<file path="src/rtl/fcvt_result_stage.sv">
// Float-to-int result stage: NaN/range fix-up of the converter's integer and
// {NV,DZ,OF,UF,NX} generation, behind a 2-entry skid buffer with sticky flags.
module fcvt_result_stage (
  input  logic        clk,
  input  logic        rst,
  input  logic        in_valid,
  output logic        in_ready,
  input  logic [31:0] in_f,
  input  logic        in_is_unsigned,
  input  logic [31:0] in_int,
  output logic        out_valid,
  input  logic        out_ready,
  output logic [31:0] out_int,
  output logic [4:0]  out_flags,
  output logic [4:0]  fflags_acc,
  input  logic        fflags_clr
);

  logic              sign;
  logic [7:0]        exp_f;
  logic [22:0]       mant;
  logic signed [8:0] e;
  logic              is_nan;
  logic              is_inf;
  logic              nv;
  logic              nx;
  logic [22:0]       frac_mask;
  logic [31:0]       fix_int;
  logic [4:0]        fix_flags;

  assign sign   = in_f[31];
  assign exp_f  = in_f[30:23];
  assign mant   = in_f[22:0];
  assign e      = $signed({1'b0, exp_f}) - 9'sd127;
  assign is_nan = (exp_f == 8'hFF) && (mant != 23'd0);
  assign is_inf = (exp_f == 8'hFF) && (mant == 23'd0);

  // NOTE: every always_comb output gets a default first so no path leaves a latch.
  always_comb begin
    fix_int   = in_int;
    frac_mask = '0;
    nx        = 1'b0;

    if (is_nan)
      fix_int = in_is_unsigned ? 32'hFFFF_FFFF : 32'h7FFF_FFFF;
    else if (e < 9'sd0)
      fix_int = '0;
    else if (in_is_unsigned && sign)
      fix_int = '0;

    // -2^31 is the one signed e==31 value that is exactly representable.
    nv = is_nan || is_inf
       || (!in_is_unsigned && (e >= 9'sd31) && (in_f != 32'hCF00_0000))
       || (in_is_unsigned && (e >= 9'sd32))
       || (in_is_unsigned && sign && (e >= 9'sd0));

    if (e < 9'sd0) begin
      nx = |in_f[30:0];
    end else if (e <= 9'sd22) begin
      frac_mask = 23'h7F_FFFF >> e[4:0];
      nx        = |(mant & frac_mask);
    end
    if (nv)
      nx = 1'b0;

    fix_flags = {nv, 3'b000, nx};
  end

  logic        accept;
  logic        drain;
  logic        skid_valid;
  logic [31:0] skid_int;
  logic [4:0]  skid_flags;

  assign in_ready = ~skid_valid;
  assign accept   = in_valid && in_ready;
  assign drain    = out_valid && out_ready;

  // NOTE: state uses non-blocking assignments so all registers update from pre-edge values.
  // NOTE: data registers are reset too, so out_int/out_flags read 0 after reset.
  always_ff @(posedge clk or posedge rst) begin
    if (rst) begin
      out_valid  <= 1'b0;
      out_int    <= '0;
      out_flags  <= '0;
      skid_valid <= 1'b0;
      skid_int   <= '0;
      skid_flags <= '0;
    end else if (drain) begin
      if (skid_valid) begin
        out_int    <= skid_int;
        out_flags  <= skid_flags;
        skid_valid <= 1'b0;
      end else if (accept) begin
        out_int   <= fix_int;
        out_flags <= fix_flags;
      end else begin
        out_valid <= 1'b0;
      end
    end else if (accept) begin
      if (!out_valid) begin
        out_valid <= 1'b1;
        out_int   <= fix_int;
        out_flags <= fix_flags;
      end else begin
        skid_valid <= 1'b1;
        skid_int   <= fix_int;
        skid_flags <= fix_flags;
      end
    end
  end

  // A clear coinciding with a delivery keeps only the delivered flags.
  always_ff @(posedge clk or posedge rst) begin
    if (rst)
      fflags_acc <= '0;
    else if (fflags_clr)
      fflags_acc <= drain ? out_flags : 5'd0;
    else if (drain)
      fflags_acc <= fflags_acc | out_flags;
  end

endmodule

</file>
<file path="config.mk">
export PLATFORM = sky130hd
export DESIGN_NAME = fcvt_result_stage
export DESIGN_NICKNAME = d
export VERILOG_FILES = /design/src/rtl/fcvt_result_stage.sv
export SDC_FILE = /design/constraint.sdc
export NUM_CORES = 1
export LEC_CHECK = 0
export CAP_MARGIN = 0
export CORE_ASPECT_RATIO = 0.8
export CORE_MARGIN = 10
export CORE_UTILIZATION = 40
export DETAILED_ROUTE_END_ITERATION = 8
export PLACE_DENSITY = 0.72
export SLEW_MARGIN = 20
export SYNTH_ARGS = -nofsm -noshare
export SYNTH_HDL_FRONTEND = slang
export SYNTH_SLANG_ARGS = --single-unit
</file>
<file path="constraint.sdc">
create_clock -name clk -period 2.85 [get_ports clk]
set_input_delay 0.855 -clock clk [delete_from_list [all_inputs] [get_ports clk]]
set_output_delay 0.855 -clock clk [all_outputs]
set_load 0.01 [all_outputs]
</file>
# Word-level counts from Yosys, hierarchy flattened

Cells that the tools add are included.

Register bits: 78
Input bits: 70

Add/sub/neg operators: 1
Magnitude comparators: 5
Equality and inequality tests: 5
Shift operators: 1
Mux-type cells: 27
Bitwise logic cells: 4
Reduce and logical (&&, ||, !) cells: 26

Operators with widths:

| operator                | number |
|---|---|
| $mux W32                | 9 |
| $mux W5                 | 8 |
| $ne A32 B32 Y1 const B  | 1 |
| $reduce_or A31 Y1       | 1 |
| $and A23 B23 Y23        | 1 |
| $logic_not A23 Y1       | 1 |
| $reduce_bool A23 Y1     | 1 |
| $reduce_or A23 Y1       | 1 |
| $shr A23 B5 Y23 const A | 1 |
| $mux W1                 | 10 |
| $ge A9 B1 Y1 const B    | 1 |
| $ge A9 B6 Y1 const B    | 1 |
| $ge A9 B7 Y1 const B    | 1 |
| $le A9 B6 Y1 const B    | 1 |
| $logic_and A1 B1 Y1     | 9 |
| $lt A9 B1 Y1 const B    | 1 |
| $reduce_and A3 Y1       | 3 |
| $sub A8 B7 Y9 const B   | 1 |
| $eq A8 B8 Y1 const B    | 1 |
| $reduce_bool A2 Y1      | 4 |
| $or A5 B5 Y5            | 1 |
| $logic_or A1 B1 Y1      | 4 |
| $ne A2 B2 Y1 const B    | 2 |
| $ne A2 B1 Y1 const B    | 1 |
| other kinds (3)         | 4 |

# Depth between registers and ports, before layout

Gate-level depths: netlist of the first run.

Depth in word-level cells: 11
Gate-level depth with buffers: 10
Gate-level depth less buffers: 10

# Least setup slack after synthesis of the first run

OpenSTA, ideal clock, no wires.

Path type: input to register
Start point: input port in_f[12]
End point: register skid_flags[4]
Data arrival time: 2.563 ns
Data required time: 2.725 ns
Path slack: 0.162 ns
Cell stages on the path: 7
Buffers on the path: 0
Cells stage by stage: nor4_2 nand4_1 or3_1 or4_4 a21oi_2 nor2_1 mux2_4

Cells in the longest elaborated chain, start to end: 6
Elaborated cells between the ends (all ways): 10
Those cells by class: 1 x eq/ne; 9 x reduce/logical

RTL lines:

| item                                                     | RTL line | source |
|---|---|---|
| start, declared                                          | 8        | `input logic [31:0] in_f,` |
| $reduce_bool A23 Y1 or $logic_not A23 Y1 (tied branches) | 35, 36   |  |
| $logic_and A1 B1 Y1, on equally long branches            | 35, 36   |  |
| $logic_or A1 B1 Y1                                       | 52       | `nv = is_nan \|\| is_inf` |
| $logic_or A1 B1 Y1 (*)                                   | 53       | `\|\| (!in_is_unsigned && (e >= 9'sd31) && (in_f != 32'hCF00_0000))` |
| $logic_or A1 B1 Y1 (*)                                   | 54       | `\|\| (in_is_unsigned && (e >= 9'sd32))` |
| $logic_or A1 B1 Y1 (*)                                   | 55       | `\|\| (in_is_unsigned && sign && (e >= 9'sd0));` |
| end signal, assigned                                     | 108      | `skid_flags <= fix_flags;` |
| end, declared                                            | 73       | `logic [4:0] skid_flags;` |

Every way passes the cells marked *; elsewhere a longest branch is shown, timed or not.
A chain may end at the register's enable or synchronous reset.

# Worst setup path after layout of the first run

Start point: input port in_f[14]
End point: register skid_flags[4]

The elaborated chain is that of the path after synthesis.

==> results of run 1 <==
through the flow:
| step | hold WS (ps) | util [%] |
|---|---|---|
| after global placement | 459 | 59.3 |
| final | 474 | 65.1 |
| after detailed placement | 465 | 59.3 |
| after floorplan | 476 | - |
| after CTS | 478 | 63.7 |
| after global routing | 496 | 65.1 |
power by group through the flow:
| stage | combinational [mW] | clock [mW] | sequential (mW) |
|---|---|---|---|
| 2_1_floorplan | 0.933 | 0 | 1.81 |
| 3_3_place_gp | 1.84 | 0 | 1.75 |
| 3_5_place_dp | 1.90 | 0 | 1.78 |
| 4_1_cts | 1.91 | 1.26 | 1.77 |
| 5_1_grt | 2.10 | 1.32 | 1.82 |
| 6_report | 1.90 | 1.24 | 1.77 |
cell type report:
class | instances | area (um2)
multi-input combinational | 307 | 1950
inverter | 9 | 33.8
clock inverter | 5 | 78.8
clock buffer | 11 | 253
timing repair buffer | 176 | 1670
fill | 713 | 3180
sequential | 72 | 1800
tap | 115 | 144
routing by layer:
metal	share of wire (%)	wire [um]	vias up	GRT usage, %
li1	-	-	1808	-
met1	44	5120	1828	21.7
met5	0	0	-	0
met3	7.5	862	10	6.75
met2	47	5450	124	25.2
met4	0.79	91	0	4.41
worst paths after layout:
path,to,cells past startpoint,startpoint
setup / recovery,skid_flags[4]$_DFFE_PP0P_,8,in_f[14]
setup reg to reg,out_int[20]$_DFFE_PP0P_,6,out_valid$_DFFE_PP0P_
min in group asynchronous,out_int[9]$_DFFE_PP0P_,3,rst
hold / removal,out_int[26]$_DFFE_PP0P_,1,out_int[26]$_DFFE_PP0P_
hold reg to reg,out_int[26]$_DFFE_PP0P_,1,out_int[26]$_DFFE_PP0P_
max in group asynchronous,skid_flags[0]$_DFFE_PP0P_,3,rst
Yosys cell counts (2+ instances only):
cell type   n  area (um2)
a221oi_1    2        17.5
buf_2       5        25.0
nor2_1     74         278
clkbuf_1   24        90.1
a22oi_1     3        22.5
nand2b_1    5        31.3
a31oi_1     2        12.5
nand3_1     5        25.0
a21oi_1    70         350
a211oi_1   32         240
nor2b_1     3        18.8
o21ai_0     9        45.0
nand2_1    14        52.6
ha_1        5        62.6
nor3_1      3        15.0
dfrtp_1    72        1800
xor2_1      2        17.5
buf_4       6        45.0
o21a_1      2        15.0
nor4_2      2        25.0
xnor2_1     2        17.5
nor4_1      2        12.5
inv_1       9        33.8
o22ai_1     2        12.5
a21o_1     32         240
a22o_1      4        35.0
or4_1       3        22.5
nand4_1     2        12.5
and2_1      2        12.5
or3_1       2        12.5
cells in the final DEF, fill, tap and decap left out, types with 2 or more instances in the layout:
master,instances
a21oi_2,2
ha_1,3
nor4_4,2
o21a_1,2
dlygate4sd2_1,5
a211oi_1,32
nand4_1,2
clkinv_2,2
nand2b_1,5
or4_4,2
buf_12,5
clkbuf_16,9
a21oi_1,68
inv_1,8
bufinv_16,2
clkdlybuf4s50_1,92
a22oi_1,2
nand2_1,13
conb_1,6
a22o_1,4
a21o_1,32
nand3_1,5
buf_4,64
nor2_1,73
o21ai_0,7
a31oi_1,2
nor2b_1,3
dlymetal6s2s_1,10
or4_1,2
nor3_1,3
nor4_2,2
and2_1,2
dfrtp_1,72
o21ai_1,2
clkbuf_8,2
xnor2_1,2
flip-flops by register name, indices dropped and copies added (netlist names):
| signal | flops |
|---|---|
| skid_valid | 1 |
| skid_flags | 2 |
| out_valid | 1 |
| out_int | 32 |
| skid_int | 32 |
| out_flags | 2 |
| fflags_acc | 2 |
cells by family after synthesis:
| logic type | Yosys count | synth area share (%) |
|---|---|---|
| flip-flops | 72 | 47.9 |
| AND/OR/NAND/NOR | 123 | 15.1 |
| buffers and inverters | 45 | 5.25 |
| multiplexers | 2 | 0.665 |
| adder cells (fa/ha/maj) | 5 | 1.66 |
| XOR/XNOR | 4 | 0.931 |
| AO/OA/AOI/OAI | 167 | 28.4 |
| other | 1 | 0.0997 |
repair_timing:
action                     in CTS  in global routing
gates resized for setup        12                 26
pin swaps                       6                 10
setup endpoints to repair       4                 60
buffers inserted                4                  1
==> out/summary.txt, run 1 <==
CP max stage cell: or4_4
Ant diodes: 0
Power share of the clock group: 25.2%
Drt pass-1 iters: 4
Hold buffer count at cts: 0
Crit-path cells: clkdlybuf4s50_1 > nor4_4 > nand4_1 > or3_4 > or4_4 > a21oi_4 > nor2_1 > mux2_4
# rows: 31
Initial antenna violation count: 0
Root buffer cell: clkbuf_16
Die area: 0.0137 mm2
Combinational fraction of design power: 38.7%
Max frequency: 356 MHz
Placed cell count: 674
First-pass GRT wire length: 18.7 mm
I/O pin count: 114
Tightest Hold Check Type: reg -> reg
Slew Limit Fails: 0
CTS Buf Count: 9
Yosys cell types: 49
Vias/cell: 5.42
Worst-path clk slew: 60 ps
Yosys reg bits: 72
Max stage delay on crit path: 540 ps
Sequential share of power: 36.0%
Nature of the critical path endpoint: register
Largest net degree at the start of global routing: 73
Final Critical Period: 2810 ps
Worst path arrival time: 3030 ps
Switching pwr: 1.62 mW
Delay-heaviest family, CP: simple AND/OR/NAND/NOR gates
Number of remaining DRC errors: 0
Power per Cell Area: 826 mW/mm2
Synth warnings: 0
Asr flop ratio synth: 100%
Power Total: 4.90 mW
WL per Instance: 16.6 um
Outcome: complete, no violations
Setup WS pre-CTS: -443 ps
Clk_skew: 4.46 ps
Setup CP Type: in -> reg
Max Root-Sink Buffers: 2
Core area: 0.00911 mm2
Overall routing resource usage: 16.7%
GPL Wtd Cong: 0.924
Endpoints failing hold: 0
Post-Syn Instances: 419
Drt initial violations: 285
Final instance area: 0.00593 mm2
Area grow syn2layout: 57.7%
CTS tree: built
Ratio of cells with drive above 1 in the final layout: 19.1%
Htree depth: 3
Die width: 128 um
DPL Wire Length: 8.30 mm
FF-to-FF setup slack: 1030 ps
GRT overflow: 0
Post-synth EDFFs: 0
Nets: 650
Max-cap check violation count: 0
DP Area: 0.00541 mm2
Prevailing post-synth register cell: dfrtp_1
Final wirelength: 11.5 mm
Switching Fraction: 33.0%
Max VDD drop: 0.000522 V
Worst-Margin Slew: 548 ps
CP required: 3070 ps
Clock Latency Late Sink: 330 ps
TNS Setup: 0 ps
Startpoint types: input pin
Starting Density: 41.3%
Non-Filler Instances: 695
ANT nets after route: 0
Critical path fanouts, max: 2
Pleak: 2.77 nW
Unrepaired setup endpoints after global routing: yes
Final worst path period share: 98.6%
Cell Int Power: 3.29 mW
Die Y: 107 um
Buf+Inv Stages, Crit Path: 1
Vias in the first global route: 3,706
Clock tree sinks: 72
Number of I/O port buffers: 107
Slew headroom: 63.2%
# setup viols final: 0
Area of the mapped netlist: 0.00376 mm2
Vias: 3,770
Sequential element share of the synthesized area: 47.9%
Final setup margin: 38.8 ps
Synth Area per Inst: 8.98 um2
Note: power is estimated with default switching activity, not from simulation.
==> run 2, diff against run 1 <==
ABC_AREA = 1   (was default)
PLACE_DENSITY = 0.71   (was 0.72)
==> run 2 against run 1 <==
Worst setup slack gained 150 ps. Critical path depth grew 10. Largest cell class unchanged. Combinational power grew 12%. Via count grew 10%. Sequential share of layout area grew 1.0 points. First-iteration DRC count grew 2.5%. Area after synthesis grew 8.4%. Fmax grew 5.8%. Cell count grew 17%. Critical path type unchanged. Clock power shrank 5%. Non-clock buffer count shrank 45. Utilization shrank 6.6 points.
==> out/summary.txt, run 2 <==
Asr flop ratio synth: 100% (unchanged)
Mux contribution to synthesized area: 0% (was 0.665%)
Max stage delay on crit path: 500 ps (was 540 ps)
Area of the mapped netlist: 0.00408 mm2 (was 0.00376 mm2)
Nets: 750 (was 650)
Pleak: 2.73 nW (was 2.77 nW)
Clk_skew: 5.95 ps (was 4.46 ps)
Post-synth top cells: nand2_1, dfrtp_1, nor2_1, a21oi_1, nand3_1 (was nor2_1, dfrtp_1, a21oi_1, a211oi_1, a21o_1)
Yosys reg bits: 72 (unchanged)
Post-Synth Simple-Gate Area: 30.3% (was 15.1%)
WHS: 482 ps (was 474 ps)
Yosys cell types: 29 (was 49)
Htree depth: 3 (unchanged)
# rows: 32 (was 31)
I/O pin count: 114 (unchanged)
Synth Area per Inst: 7.20 um2 (was 8.98 um2)
Cell Int Power: 3.31 mW (was 3.29 mW)
Vias: 4,150 (was 3,770)
Xor and xnor area share after synthesis: 0% (was 0.931%)
Synth warnings: 0 (unchanged)
Post-Syn Instances: 567 (was 419)
ANT nets after route: 0 (unchanged)
Commonest non-fill, non-tap cell in the layout: nand2_1 (was clkdlybuf4s50_1)
CP most frequent cell: nand2_1
Ant diodes: 0 (unchanged)
Regs by FF count: out_int (32), skid_int (32) (unchanged)
Main combinational cell family by area after synthesis: simple AND/OR/NAND/NOR gates (was compound AO/OA/AOI/OAI gates)
Switching Fraction: 35.5% (was 33.0%)
Tightest Hold Check Type: reg -> reg (unchanged)
Placed cell count: 800 (was 674)
Max Root-Sink Buffers: 2 (unchanged)
Number of I/O port buffers: 107 (unchanged)
Nature of the critical path endpoint: register (unchanged)
Max-cap check violation count: 0 (unchanged)
Vias/cell: 5.09 (was 5.42)
Root buffer cell: clkbuf_16 (unchanged)
Most numerous cell in the Yosys netlist: nand2_1 (was nor2_1)
Core area: 0.00981 mm2 (was 0.00911 mm2)
Adder-cell share of the synthesized area: 1.53% (was 1.66%)
Final worst path period share: 93.2% (was 98.6%)
Area grow syn2layout: 40.6% (was 57.7%)
TNS Setup: 0 ps (unchanged)
Max VDD drop: 0.000418 V (was 0.000522 V)
Drt pass-1 iters: 5 (was 4)
Vias in the first global route: 4,119 (was 3,706)
Complex-gate fraction of the synthesized area: 15.1% (was 28.4%)
CP max stage cell: clkdlybuf4s50_1 (was or4_4)
Clock tree sinks: 72 (unchanged)
WL per Instance: 15.3 um (was 16.6 um)
Sequential share of power: 35.4% (was 36.0%)
Fillcell total: 903 (was 713)
Worst-Margin Slew: 835 ps (was 548 ps)
Die width: 133 um (was 128 um)
GPL Wtd Cong: 0.884 (was 0.924)
Power Total: 5.13 mW (was 4.90 mW)
Switching pwr: 1.82 mW (was 1.62 mW)
Number of remaining DRC errors: 0 (unchanged)
Ratio of cells with drive above 1 in the final layout: 8.98% (was 19.1%)
Buf+Inv Stages, Crit Path: 5 (was 1)
CP required: 3070 ps (about the same)
Slew Limit Fails: 0 (unchanged)
Max frequency: 376 MHz (was 356 MHz)
First-pass GRT wire length: 20.6 mm (was 18.7 mm)
Prevailing post-synth register cell: dfrtp_1 (unchanged)
Final wirelength: 12.5 mm (was 11.5 mm)
Most frequent cells in the layout: nand2_1, clkdlybuf4s50_1, dfrtp_1 (was clkdlybuf4s50_1, nor2_1, dfrtp_1)
Die Y: 110 um (was 107 um)
Slew headroom: 44.3% (was 63.2%)
Drt initial violations: 292 (was 285)
Outcome: complete, no violations (unchanged)
Startpoint types: input pin (unchanged)
Post-synth EDFFs: 0 (unchanged)
Initial antenna violation count: 0 (unchanged)
Worst path arrival time: 2870 ps (was 3030 ps)
Top cells by area, synth: dfrtp_1, nand2_1, a21oi_1 (was dfrtp_1, a21oi_1, nor2_1)
Endpoints failing hold: 0 (unchanged)
Starting Density: 41.6% (was 41.3%)
CTS Buf Count: 9 (unchanged)
Combinational fraction of design power: 41.5% (was 38.7%)
Die area: 0.0147 mm2 (was 0.0137 mm2)
Power share of the clock group: 23.0% (was 25.2%)
# setup viols final: 0 (unchanged)
Crit-path cells: clkdlybuf4s50_1 > buf_4 > inv_1 > ha_1 > nor2_2 > inv_1 > nand3_1 > nand2_1 > inv_1 > nand2_1 > nor2_1 > nand2_1 > nand2_1 > nand2_1 > nand2_2 > nand3_2 > nand2_1 > nand2_1 (was clkdlybuf4s50_1 > nor4_4 > nand4_1 > or3_4 > or4_4 > a21oi_4 > nor2_1 > mux2_4)
Largest area contributor in the netlist: dfrtp_1 (unchanged)
CTS tree: built (unchanged)
Power per Cell Area: 894 mW/mm2 (was 826 mW/mm2)
DPL Wire Length: 9.12 mm (was 8.30 mm)
Final Critical Period: 2660 ps (was 2810 ps)
Worst-path clk slew: 60 ps (about the same)
Synth top area share: 44.2% (was 47.9%)
Sequential element share of the synthesized area: 44.2% (was 47.9%)
Delay-heaviest family, CP: simple AND/OR/NAND/NOR gates (unchanged)
Unrepaired setup endpoints after global routing: no (was yes)
Clock Latency Late Sink: 330 ps (about the same)
Non-Filler Instances: 815 (was 695)
Setup CP Type: in -> reg (unchanged)
Largest net degree at the start of global routing: 67 (was 73)
Overall routing resource usage: 16.9% (was 16.7%)
GRT overflow: 0 (unchanged)
Critical path fanouts, max: 4 (was 2)
[run 2: cell count changes after synthesis, sizes merged, moves of 7 or more]
cell    delta
a31oi     +17
nand2    +146
nand3     +48
a211oi    -32
clkbuf     -7
a21oi     -17
a21o      -32
o21ai     +28
inv       +34
buf       +10
nor2       -7
[run 2: worst paths after layout]
check	from	to	slack, ps	depth (start not counted)
max	in_f[23]	out_flags[0]$_DFFE_PP0P_	190	18
min	out_int[24]$_DFFE_PP0P_	out_int[24]$_DFFE_PP0P_	480	2
max reg2reg	out_valid$_DFFE_PP0P_	out_int[31]$_DFFE_PP0P_	1150	6
min reg2reg	out_int[24]$_DFFE_PP0P_	out_int[24]$_DFFE_PP0P_	480	2
max in group asynchronous	rst	out_int[13]$_DFFE_PP0P_	1340	3
min in group asynchronous	rst	out_int[24]$_DFFE_PP0P_	770	2
[run 2: timing repair]
item,4_1_cts,5_1_grt
setup endpoints to repair,0,2
hold buffers,0,0
hold endpoints to repair,0,0
buffers inserted,0,0
gates resized for setup,0,4
[run 2: area by class of cell]
cell class              instances  area (um2)  area share (%)
clock inverters                 5        81.3            1.42
inverters                      43         161            2.81
flip-flops and latches         72        1800            31.4
well taps                     136         170            2.97
multi-input cells             418        1970            34.3
clock buffers                  10         229            3.99
repair buffers                131        1330            23.1
[run 2: through the flow]
stage	util [%]	cell area (um2)	setup WS [ps]
final	58.5	5740	193
after global routing	58.5	5740	30.5
after CTS	58.4	5730	126
after detailed placement	55.2	5420	-206
after global placement	55.2	5420	-165
after floorplan	-	4100	170
[run 2: power groups by stage]
stage          combinational, mW  sequential, mW  clock [mW]
2_1_floorplan               1.02            1.89           0
3_3_place_gp                2.08            1.81           0
3_5_place_dp                2.14            1.82           0
4_1_cts                     2.15            1.82        1.19
5_1_grt                     2.37            1.87        1.25
6_report                    2.13            1.82        1.18
[run 2: cell families after synthesis]
kind of cell               count (synthesis)
DFF                                       72
buffers and inverters                     82
and+or+nand+nor                          293
AOI/OAI and AO/OA                        114
adders and majority gates                  5
other                                      1
[run 2: layer usage]
metal | global-route usage [%] | up-vias | part of all wire (%)
met5 | 0 | - | 0
li1 | - | 2069 | -
met3 | 4.57 | 9 | 7.2
met2 | 27.1 | 145 | 46
met4 | 3.21 | 0 | 0.49
met1 | 22.7 | 1927 | 46
[run 2: worst register-to-register path: cells and delay by family, from the launching register on]
| family | cells | cell delay [ps] |
|---|---|---|
| flops | 1 | 410 |
| compound gates | 1 | 120 |
| simple gates | 4 | 440 |
| buf+inv | 1 | 610 |
==> run 3, diff against run 2 <==
PLACE_DENSITY = 0.74   (was 0.71)
==> run 3 against run 2 <==
Power is 3.8% lower. Cell count is 0.25% higher. Routed wire length is 1.3% lower. Final area shrank 0.31%. Clock-buffer cell count increased by 2. Clock skew hardly changed. Via count up 0.87%. Largest cell class unchanged. Largest power group unchanged. Highest routed layer unchanged.
==> out/summary.txt, run 3 (same netlist as run 2, synthesis figures left out) <==
Outcome: complete, no violations (unchanged)
Setup CP Type: in -> reg (unchanged)
Drt pass-1 iters: 5 (unchanged)
Worst-path clk slew: 50 ps (was 60 ps)
Number of remaining DRC errors: 0 (unchanged)
CTS tree: built (unchanged)
Ratio of cells with drive above 1 in the final layout: 9.10% (was 8.98%)
Clock tree sinks: 72 (unchanged)
Final wirelength: 12.3 mm (was 12.5 mm)
Commonest non-fill, non-tap cell in the layout: nand2_1 (unchanged)
Power Total: 4.93 mW (was 5.13 mW)
Max frequency: 373 MHz (was 376 MHz)
Worst Hold Launch: skid_flags[4]$_DFFE_PP0P_ (was out_int[24]$_DFFE_PP0P_)
Ant diodes: 0 (unchanged)
Hold Path Cell Cnt: 2 (unchanged)
DPL Wire Length: 9.19 mm (was 9.12 mm)
Number of I/O port buffers: 107 (unchanged)
# rows: 32 (unchanged)
WL per Instance: 15.1 um (was 15.3 um)
CP required: 3060 ps (was 3070 ps)
Slew Limit Fails: 0 (unchanged)
Initial antenna violation count: 0 (unchanged)
Unrepaired setup endpoints after global routing: no (unchanged)
Final Critical Period: 2680 ps (was 2660 ps)
Worst path arrival time: 2900 ps (was 2870 ps)
GPL Wtd Cong: 0.913 (was 0.884)
Slew headroom: 48.7% (was 44.3%)
Startpoint types: input pin (unchanged)
Pleak: 2.73 nW (about the same)
Vias in the first global route: 4,088 (was 4,119)
Die Y: 110 um (unchanged)
Fillcell total: 903 (unchanged)
Critical path fanouts, max: 5 (was 4)
TNS Setup: 0 ps (unchanged)
First-pass GRT wire length: 20.3 mm (was 20.6 mm)
CTS Buf Count: 9 (unchanged)
Clk_skew: 5.95 ps (about the same)
Root buffer cell: clkbuf_16 (unchanged)
GRT overflow: 0 (unchanged)
FF-to-FF setup slack: 1220 ps (was 1150 ps)
Largest net degree at the start of global routing: 67 (unchanged)
Tightest Hold Check Type: reg -> reg (unchanged)
Final worst path period share: 94.2% (was 93.2%)
Power per Cell Area: 862 mW/mm2 (was 894 mW/mm2)
# setup viols final: 0 (unchanged)
Core area: 0.00981 mm2 (unchanged)
Die width: 133 um (unchanged)
Endpoints failing hold: 0 (unchanged)
Nature of the critical path endpoint: register (unchanged)
Hold buffer count at cts: 0 (unchanged)
RR Endpoint: out_int[31]$_DFFE_PP0P_ (unchanged)
Worst-Margin Slew: 769 ps (was 835 ps)
Clock Latency Late Sink: 330 ps (about the same)
I/O pin count: 114 (unchanged)
Max-cap check violation count: 0 (unchanged)
Vias: 4,186 (was 4,150)
Max Root-Sink Buffers: 2 (unchanged)
Max VDD drop: 0.000424 V (was 0.000418 V)
WHS: 475 ps (was 482 ps)
Starting Density: 41.6% (unchanged)
Area grow syn2layout: 40.2% (was 40.6%)
Drt initial violations: 277 (was 292)
Hold path endpoint: skid_flags[4]$_DFFE_PP0P_ (was out_int[24]$_DFFE_PP0P_)
Worst reg2reg path depth: 6 (unchanged)
Overall routing resource usage: 16.6% (was 16.9%)
Worst r2r src: out_valid$_DFFE_PP0P_ (unchanged)
Die area: 0.0147 mm2 (unchanged)
Htree depth: 3 (unchanged)
Nets: 752 (was 750)
Vias/cell: 5.12 (was 5.09)
ANT nets after route: 0 (unchanged)
Most frequent cells in the layout: nand2_1, clkdlybuf4s50_1, dfrtp_1 (unchanged)
Regs by FF count: out_int (32), skid_int (32) (unchanged)
[run 3: cell count changes in the layout (fill, tap and decap cells not counted), sizes merged]
cell / previous run / this run
buf: 24 / 26
clkbuf: 10 / 12
clkinvlp: 1 / 0
clkinv: 1 / 3
inv: 44 / 43
bufinv: 2 / 0
[run 3: power breakdown]
part / internal, mW / switching (mW) / total [mW]
Sequential: 1.54 / 0.275 / 1.82
Clock: 0.606 / 0.393 / 0.999
Combinational: 1.01 / 1.11 / 2.12
Total: 3.15 / 1.78 / 4.93
[run 3: through the flow]
step	cell area, um2	utilization, %	cells	setup slack [ps]
final	5720	58.3	817	166
after global routing	5720	58.3	817	39.1
after CTS	5710	58.2	817	151
after detailed placement	5450	55.5	802	-187
after global placement	5450	55.5	802	-147
after floorplan	4100	-	572	170
[run 3: worst max path at each step]
stage | start | end | slack (ps) | cells past startpoint
6_report | in_f[24] | out_flags[0]$_DFFE_PP0P_ | 170 | 17
5_1_grt | in_f[23] | out_flags[0]$_DFFE_PP0P_ | 40 | 17
4_1_cts | in_f[24] | out_flags[0]$_DFFE_PP0P_ | 150 | 18
3_5_place_dp | in_f[24] | out_flags[0]$_DFFE_PP0P_ | -190 | 16
3_3_place_gp | in_f[23] | out_flags[0]$_DFFE_PP0P_ | -150 | 18
2_1_floorplan | rst | fflags_acc[0]$_DFFE_PP0N_ | 170 | 1
[run 3: critical path: stages]
cell,delay [ps]
clkdlybuf4s50_1,500
ha_1,200
inv_1,50
ha_2,300
buf_4,160
nand2_1,50
nand2_1,60
a21oi_2,110
nand3_1,80
nor2_1,100
nand2_1,60
nand2_1,50
nand2_1,60
nand2_2,70
nand3_2,50
nand2_1,90
nand2_1,40
[run 3: layout make-up]
type,count,area (um2),area share (%)
Multi-Input combinational cell,418,1970,34.4
Sequential cell,72,1800,31.5
Timing Repair Buffer,133,1350,23.7
Clock buffer,12,246,4.31
Tap cell,136,170,2.98
Inverter,43,161,2.82
Clock inverter,3,18.8,0.328
[run 3: what timing repair did]
item                                    CTS  global route
resized for setup                         0             3
buffers inserted                          0             0
endpoints found under the setup margin    0             1
[run 3: routing by layer]
layer	wire length, um	GRT usage [%]	share of wire [%]	up-vias
li1	-	-	-	2067
met1	5620	21.8	46	1955
met2	5660	26.5	46	149
met3	894	4.57	7.3	15
met4	151	4.86	1.2	0
met5	0	0	0	-
